File: src/rtl/i2s_transmitter.sv
// I2S master transmitter: 16-bit stereo pairs, 64-BCLK frames, one-pair holding buffer.
// Optional build macro I2S_TX_REPEAT_ON_UNDERRUN_EN: retransmit the last loaded pair on underrun.
module i2s_transmitter #(
  parameter int CLOCK_DIVISOR = 12,
  parameter int SAMPLE_WIDTH  = 16
) (
  input  logic                    clock_in,
  input  logic                    reset_in,
  input  logic [SAMPLE_WIDTH-1:0] left_sample_in,
  input  logic [SAMPLE_WIDTH-1:0] right_sample_in,
  input  logic                    sample_valid_in,
  output logic                    sample_ready_out,
  output logic                    i2s_bclk_out,
  output logic                    i2s_lrclk_out,
  output logic                    i2s_data_out,
  output logic                    frame_start_out,
  output logic                    underrun_out
);

  localparam logic [5:0] DIV_LAST    = 6'(CLOCK_DIVISOR - 1);
  localparam logic [5:0] LEFT_LAST   = 6'(SAMPLE_WIDTH);
  localparam logic [5:0] RIGHT_FIRST = 6'd33;
  localparam logic [5:0] RIGHT_LAST  = 6'(32 + SAMPLE_WIDTH);

  logic [5:0]              div_q, div_d;
  logic                    bclk_q, bclk_d;
  logic [5:0]              pos_q, pos_d;
  logic                    lrclk_q, lrclk_d;
  logic                    data_q, data_d;
  logic                    fs_q, fs_d;
  logic                    ur_q, ur_d;
  logic                    hold_full_q, hold_full_d;
  logic [SAMPLE_WIDTH-1:0] hold_l_q, hold_l_d;
  logic [SAMPLE_WIDTH-1:0] hold_r_q, hold_r_d;
  logic [SAMPLE_WIDTH-1:0] sh_l_q, sh_l_d;
  logic [SAMPLE_WIDTH-1:0] sh_r_q, sh_r_d;
`ifdef I2S_TX_REPEAT_ON_UNDERRUN_EN
  logic [SAMPLE_WIDTH-1:0] last_l_q, last_l_d;
  logic [SAMPLE_WIDTH-1:0] last_r_q, last_r_d;
`endif

  logic tick;
  logic fall;
  logic accept;

  always_comb begin
    div_d       = div_q;
    bclk_d      = bclk_q;
    pos_d       = pos_q;
    lrclk_d     = lrclk_q;
    data_d      = data_q;
    fs_d        = 1'b0;
    ur_d        = 1'b0;
    hold_full_d = hold_full_q;
    hold_l_d    = hold_l_q;
    hold_r_d    = hold_r_q;
    sh_l_d      = sh_l_q;
    sh_r_d      = sh_r_q;
`ifdef I2S_TX_REPEAT_ON_UNDERRUN_EN
    last_l_d    = last_l_q;
    last_r_d    = last_r_q;
`endif

    tick   = (div_q == DIV_LAST);
    fall   = tick && bclk_q;
    accept = sample_valid_in && !hold_full_q;

    if (tick) begin
      div_d  = '0;
      bclk_d = !bclk_q;
    end else begin
      div_d  = div_q + 6'd1;
    end

    if (accept) begin
      hold_l_d    = left_sample_in;
      hold_r_d    = right_sample_in;
      hold_full_d = 1'b1;
    end

    if (fall) begin
      pos_d   = pos_q + 6'd1;
      lrclk_d = pos_q[5];
      data_d  = 1'b0;
      if (pos_q == 6'd0) begin
        fs_d = 1'b1;
        // Load decision uses the pre-edge holding state; a same-edge accept waits a frame.
        if (hold_full_q) begin
          sh_l_d      = hold_l_q;
          sh_r_d      = hold_r_q;
          hold_full_d = 1'b0;
`ifdef I2S_TX_REPEAT_ON_UNDERRUN_EN
          last_l_d    = hold_l_q;
          last_r_d    = hold_r_q;
`endif
        end else begin
          ur_d = 1'b1;
`ifdef I2S_TX_REPEAT_ON_UNDERRUN_EN
          sh_l_d = last_l_q;
          sh_r_d = last_r_q;
`else
          sh_l_d = '0;
          sh_r_d = '0;
`endif
        end
      end else if (pos_q <= LEFT_LAST) begin
        data_d = sh_l_q[SAMPLE_WIDTH-1];
        sh_l_d = sh_l_q << 1;
      end else if (pos_q >= RIGHT_FIRST && pos_q <= RIGHT_LAST) begin
        data_d = sh_r_q[SAMPLE_WIDTH-1];
        sh_r_d = sh_r_q << 1;
      end
    end
  end

  always_ff @(posedge clock_in or posedge reset_in) begin
    if (reset_in) begin
      div_q       <= '0;
      bclk_q      <= 1'b0;
      pos_q       <= '0;
      lrclk_q     <= 1'b0;
      data_q      <= 1'b0;
      fs_q        <= 1'b0;
      ur_q        <= 1'b0;
      hold_full_q <= 1'b0;
      hold_l_q    <= '0;
      hold_r_q    <= '0;
      sh_l_q      <= '0;
      sh_r_q      <= '0;
`ifdef I2S_TX_REPEAT_ON_UNDERRUN_EN
      last_l_q    <= '0;
      last_r_q    <= '0;
`endif
    end else begin
      div_q       <= div_d;
      bclk_q      <= bclk_d;
      pos_q       <= pos_d;
      lrclk_q     <= lrclk_d;
      data_q      <= data_d;
      fs_q        <= fs_d;
      ur_q        <= ur_d;
      hold_full_q <= hold_full_d;
      hold_l_q    <= hold_l_d;
      hold_r_q    <= hold_r_d;
      sh_l_q      <= sh_l_d;
      sh_r_q      <= sh_r_d;
`ifdef I2S_TX_REPEAT_ON_UNDERRUN_EN
      last_l_q    <= last_l_d;
      last_r_q    <= last_r_d;
`endif
    end
  end

  assign sample_ready_out = !hold_full_q;
  assign i2s_bclk_out     = bclk_q;
  assign i2s_lrclk_out    = lrclk_q;
  assign i2s_data_out     = data_q;
  assign frame_start_out  = fs_q;
  assign underrun_out     = ur_q;

endmodule

File: config.mk
export PLATFORM = sky130hd
export DESIGN_NAME = i2s_transmitter
export DESIGN_NICKNAME = d
export VERILOG_FILES = /design/src/rtl/i2s_transmitter.sv
export SDC_FILE = /design/constraint.sdc
export NUM_CORES = 1
export LEC_CHECK = 0
export CAP_MARGIN = 5
export CORE_ASPECT_RATIO = 1.75
export CORE_MARGIN = 4
export CORE_UTILIZATION = 55
export DETAILED_ROUTE_END_ITERATION = 6
export GPL_TIMING_DRIVEN = 0
export MAX_ROUTING_LAYER = met4
export PLACE_DENSITY = 0.87
export REMOVE_ABC_BUFFERS = 1
export SETUP_SLACK_MARGIN = 0.2
export SLEW_MARGIN = 20
export SYNTH_ARGS = -nofsm -noshare
export SYNTH_HDL_FRONTEND = slang
export SYNTH_SLANG_ARGS = --single-unit
File: constraint.sdc
create_clock -name clock_in -period 3.1 [get_ports clock_in]
set_input_delay 0.62 -clock clock_in [delete_from_list [all_inputs] [get_ports clock_in]]
set_output_delay 0.62 -clock clock_in [all_outputs]
set_load 0.005 [all_outputs]
Word-level counts from Yosys, hierarchy flattened. Index checks and enable logic that the tools add are counted.

Register bits after elaboration: 82. Word-level logic and storage cells: 49.

$add $sub $neg: 2. Order comparisons: 3. Equal/unequal tests: 2. Mux-type cells: 20. Reduce and logical (&&, ||, !) cells: 10.

Operators by type and width (number): 16-bit two-way mux (7); 6-bit by 1-bit adder with 6-bit output (second input constant) (2); 1-bit two-way mux (12); 6-bit by 4-bit == test with 1-bit output (second input constant) (1); 6-bit >= comparator (second input constant) (1); 6-bit by 5-bit <= comparator with 1-bit output (second input constant) (1); 6-bit <= comparator (second input constant) (1); 6-bit logical NOT (1); 6-bit two-way mux (1); 2-bit nonzero test (2); 1-bit logical AND (3); 3-bit AND reduction (1); 1-bit logical NOT (2); 2-bit != test (second input constant) (1); 2-bit AND reduction (1).

Longest topological paths before layout.
Depth after elaboration: 6. Mapped depth: 8. Mapped depth without buffers: 7.

Worst setup path after synthesis. Ideal clock, no wire load.

Kind: register -> register. Start: register pos_q[0]. End: register sh_r_q[10]. Library setup time: 0.125 ns. Arrival time: 1.877 ns. Path slack: 1.098 ns. Cell stages (with the launch flop): 9. Period minus slack after synthesis: 2.002 ns. Cell sequence: dfrtp_1 inv_1 ha_1 or4b_1 buf_2 nand2b_2 nand3_4 buf_6 mux2_4.

Cells in the longest elaborated chain, start to end: 4. Elaborated cells on any way between the ends: 9. Classes of those cells: order compare (3); eq/ne (1); mux (1); reduce/logical (4).

Ends and longest elaborated chain: start: declaration (RTL line 27) `logic [5:0] pos_q, pos_d;`; start signal: assignment (RTL line 137) `pos_q <= pos_d;`; 6-bit >= comparator or 6-bit <= comparator (tied branches) (RTL line 109) `end else if (pos_q >= RIGHT_FIRST && pos_q <= RIGHT_LAST) begin`; 1-bit logical AND (RTL line 109); 2-bit nonzero test (no source line); 3-bit AND reduction (no source line); end signal: assignment (RTL line 146) `sh_r_q <= sh_r_d;`; end: declaration (RTL line 36) `logic [SAMPLE_WIDTH-1:0] sh_r_q, sh_r_d;`.

Several ways; a longest one is shown, not always the timed one. A chain may end at the register's enable or synchronous reset.

Worst setup path in the final report.
Start: register pos_q[0]. End: register sh_l_q[8].

Cells in the longest elaborated chain, start to end: 3. Elaborated cells on any way between the ends: 5. Classes of those cells: order compare (1); mux (1); reduce/logical (3).

Ends and longest elaborated chain: 6-bit by 5-bit <= comparator with 1-bit output or 6-bit logical NOT (tied branches) (RTL line 106, 85); 2-bit nonzero test (no source line); 2-bit AND reduction (no source line); end signal: assignment (RTL line 145) `sh_l_q <= sh_l_d;`; end: declaration (RTL line 35) `logic [SAMPLE_WIDTH-1:0] sh_l_q, sh_l_d;`.

Several ways; a longest one is shown, not always the timed one.

==> flow_summary.json <==
{
  "antenna_cells": 0,
  "numClockSinks": 82,
  "dpl_cell_area_sq_mm": 0.00419,
  "cp.required_ns": 3.27,
  "ios": 41,
  "path_cells": "inv_1, ha_1, or4b_1, buf_16, or2_4, a21oi_1, o21ai_1",
  "grt_pass1_vias": 2600,
  "drc": 0,
  "globalplace.congestion": 0.802,
  "drt-vias-per-instance": 5.54,
  "yosys_warnings": 0,
  "ant_nets": 0,
  "clockBufferDepth": 2,
  "grt-busiest-layer": "met2",
  "design_area_sq_mm": 0.00450,
  "status": "finished clean",
  "htreeDepth": 3,
  "numPortBuffers": 40,
  "use_met3_pct": 2.91,
  "fillers": 492,
  "dpl.cell_count": 440,
  "use_met2_pct": 32.0,
  "synth_seq_cells": 82,
  "rsz0062_at_grt": "no",
  "via_count": 2534,
  "endpoint_kind": "register",
  "layout.cells.non_filler": 457,
  "post-route-util_pct": 68.2,
  "antenna_found_initial": 0,
  "p_leak_nw": 2.00,
  "critPathSlowestCell": "or4b_1",
  "drv_slew": 0,
  "synth_edf_count": 0,
  "path_class": "reg2reg",
  "rows": 39,
  "path_max_fanout": 30,
  "place_ws_ns": 0.380,
  "post_cts_resize_count": 0,
  "gr-total-overflow": 0,
  "area_delta_synth_final_pct": 19.8,
  "finClkSkew_ns": 0.00568,
  "power.density_mw_per_mm2": 737,
  "cap_violations": 0,
  "final_net_count": 410,
  "detail_route.first_pass.iterations": 4,
  "hold_slack_ns": 0.455,
  "wirelength_um": 6720,
  "die_h_um": 117,
  "coreArea_sq_mm": 0.00659,
  "synth_cell_types": 37,
  "netlist_area_sq_mm": 0.00375,
  "finalWorstSetupSlack_ns": 0.666,
  "drive_above_1_share_pct": 18.9,
  "max_slew_margin_pct": 43.3,
  "avgSynthCellArea_sq_um": 11.0,
  "cts_made_buffers": 9,
  "period_needed_ns": 2.43,
  "die_w_um": 70.4,
  "ys_seq_area_share_pct": 54.7,
  "cts_setup_buffers": 0,
  "synth_cells": 341,
  "dp_hpwl_um": 4380,
  "grt_usage_pct": 18.9,
  "grt_pass1_wl_um": 11700,
  "clock_latency_ns": 0.33,
  "fmax_mhz": 411,
  "die-area_sq_mm": 0.00826,
  "start_kind": "register",
  "ir_drop_mv": 0.507,
  "use_met1_pct": 20.2,
  "grt_max_degree": 56,
  "clk_pin_slew_ns": 0.06,
  "worst_pin_slew_ns": 0.850,
  "cp_data_arrival_time_ns": 2.61,
  "finalSetupViolations": 0,
  "wl_per_cell_um": 14.7,
  "async_flop_share_pct": 100,
  "cts.hold.buffers_added": 0,
  "finalCritPeriodShare_pct": 78.5,
  "initial_core_util_pct": 56.9,
  "synth_ff_type": "dfrtp_1",
  "cts_tree": "built",
  "final_common_cell": "dfrtp_1",
  "max_stage_delay_ns": 0.65,
  "worstHoldPathType": "reg2reg",
  "clockRootBuffer": "clkbuf_16",
  "layout_common_cells": "dfrtp_1 (80), nand2_1 (57), clkdlybuf4s50_1 (40), mux2_2 (37), o21ai_1 (29)",
  "dr.first_iter.drc_count": 174,
  "finalHoldViolCount": 0
}
==> stage by stage <==
stage	TNS, ns	power [mW]
finish	0	3.31
global route	0	3.52
floorplan	0	2.10
global placement	-86.55	2.26
CTS	0	3.34
detailed placement	0	2.32
==> kinds of logic (layout without fill, tap and decap cells) <==
group / after synthesis / count (layout) / share of synthesized area, %
XOR/XNOR: 10 / 10 / 2.33
adder cells (fa/ha/maj): 5 / 5 / 1.67
AO/OA/AOI/OAI: 68 / 68 / 9.61
flip-flops: 82 / 82 / 54.7
AND/OR/NAND/NOR: 99 / 99 / 12.6
multiplexers: 47 / 47 / 15.0
buffers and inverters: 30 / 64 / 4.07
==> layer usage <==
layer	vias up	wire, um
li1	1231	-
met1	1251	2650
met2	42	3710
met3	10	189
met4	0	175
met5	-	0
==> synthesized netlist by cell type, types with 4 or more instances <==
master	number	share of area (%)
mux2_2	37	11
ha_1	5	1.7
xnor2_1	6	1.4
xor2_1	4	0.93
inv_1	5	0.50
dfrtp_1	82	55
nor2_1	6	0.60
o21ai_1	29	3.9
clkbuf_1	12	1.2
buf_2	8	1.1
o21ai_0	19	2.5
buf_6	4	1.2
mux2_4	9	3.6
nor3_1	15	2.0
a21oi_1	15	2.0
nand2_1	57	5.7
==> state kept, by name, indices dropped and copies added (netlist names) <==
register         flops
hold_l_q            16
i2s_data_out         1
pos_q                6
i2s_bclk_out         1
sh_l_q              16
sh_r_q              16
underrun_out         1
hold_r_q            16
i2s_lrclk_out        1
div_q                6
frame_start_out      1
hold_full_q          1
==> final timing paths <==
check	start	slack [ns]	depth (start not counted)	to
max in group asynchronous	reset_in	1.89	3	pos_q[5]
max	pos_q[0]	0.67	7	sh_l_q[8]
min in group asynchronous	reset_in	0.62	2	hold_l_q[1]
min	div_q[0]	0.46	1	div_q[0]
min reg2reg	div_q[0]	0.46	1	div_q[0]
max reg2reg	pos_q[0]	0.67	7	sh_l_q[8]
==> final cells by class <==
class	count	area [sq um]	area share, %
multi-input combinational	229	1550	34.6
clock inverter	3	40.0	0.891
tap	82	103	2.28
clock buffer	13	240	5.34
timing repair buffer	43	483	10.7
inverter	5	21.3	0.473
sequential	82	2050	45.7
==> worst max-delay path: cells and delay by family (launching register included) <==
| kind | cells | cell delay, ns |
|---|---|---|
| simple gates | 2 | 1.01 |
| buf+inv | 2 | 0.38 |
| flops | 1 | 0.40 |
| compound gates | 2 | 0.29 |
| fa+ha+maj | 1 | 0.18 |
==> report_power, final <==
part	internal, mW	leakage, nW	switching [mW]
Clock	0.622	0.138	0.391
Sequential	1.43	0.996	0.212
Combinational	0.408	0.865	0.248
Total	2.46	2.00	0.851
Power figures use the tool's default switching activity.
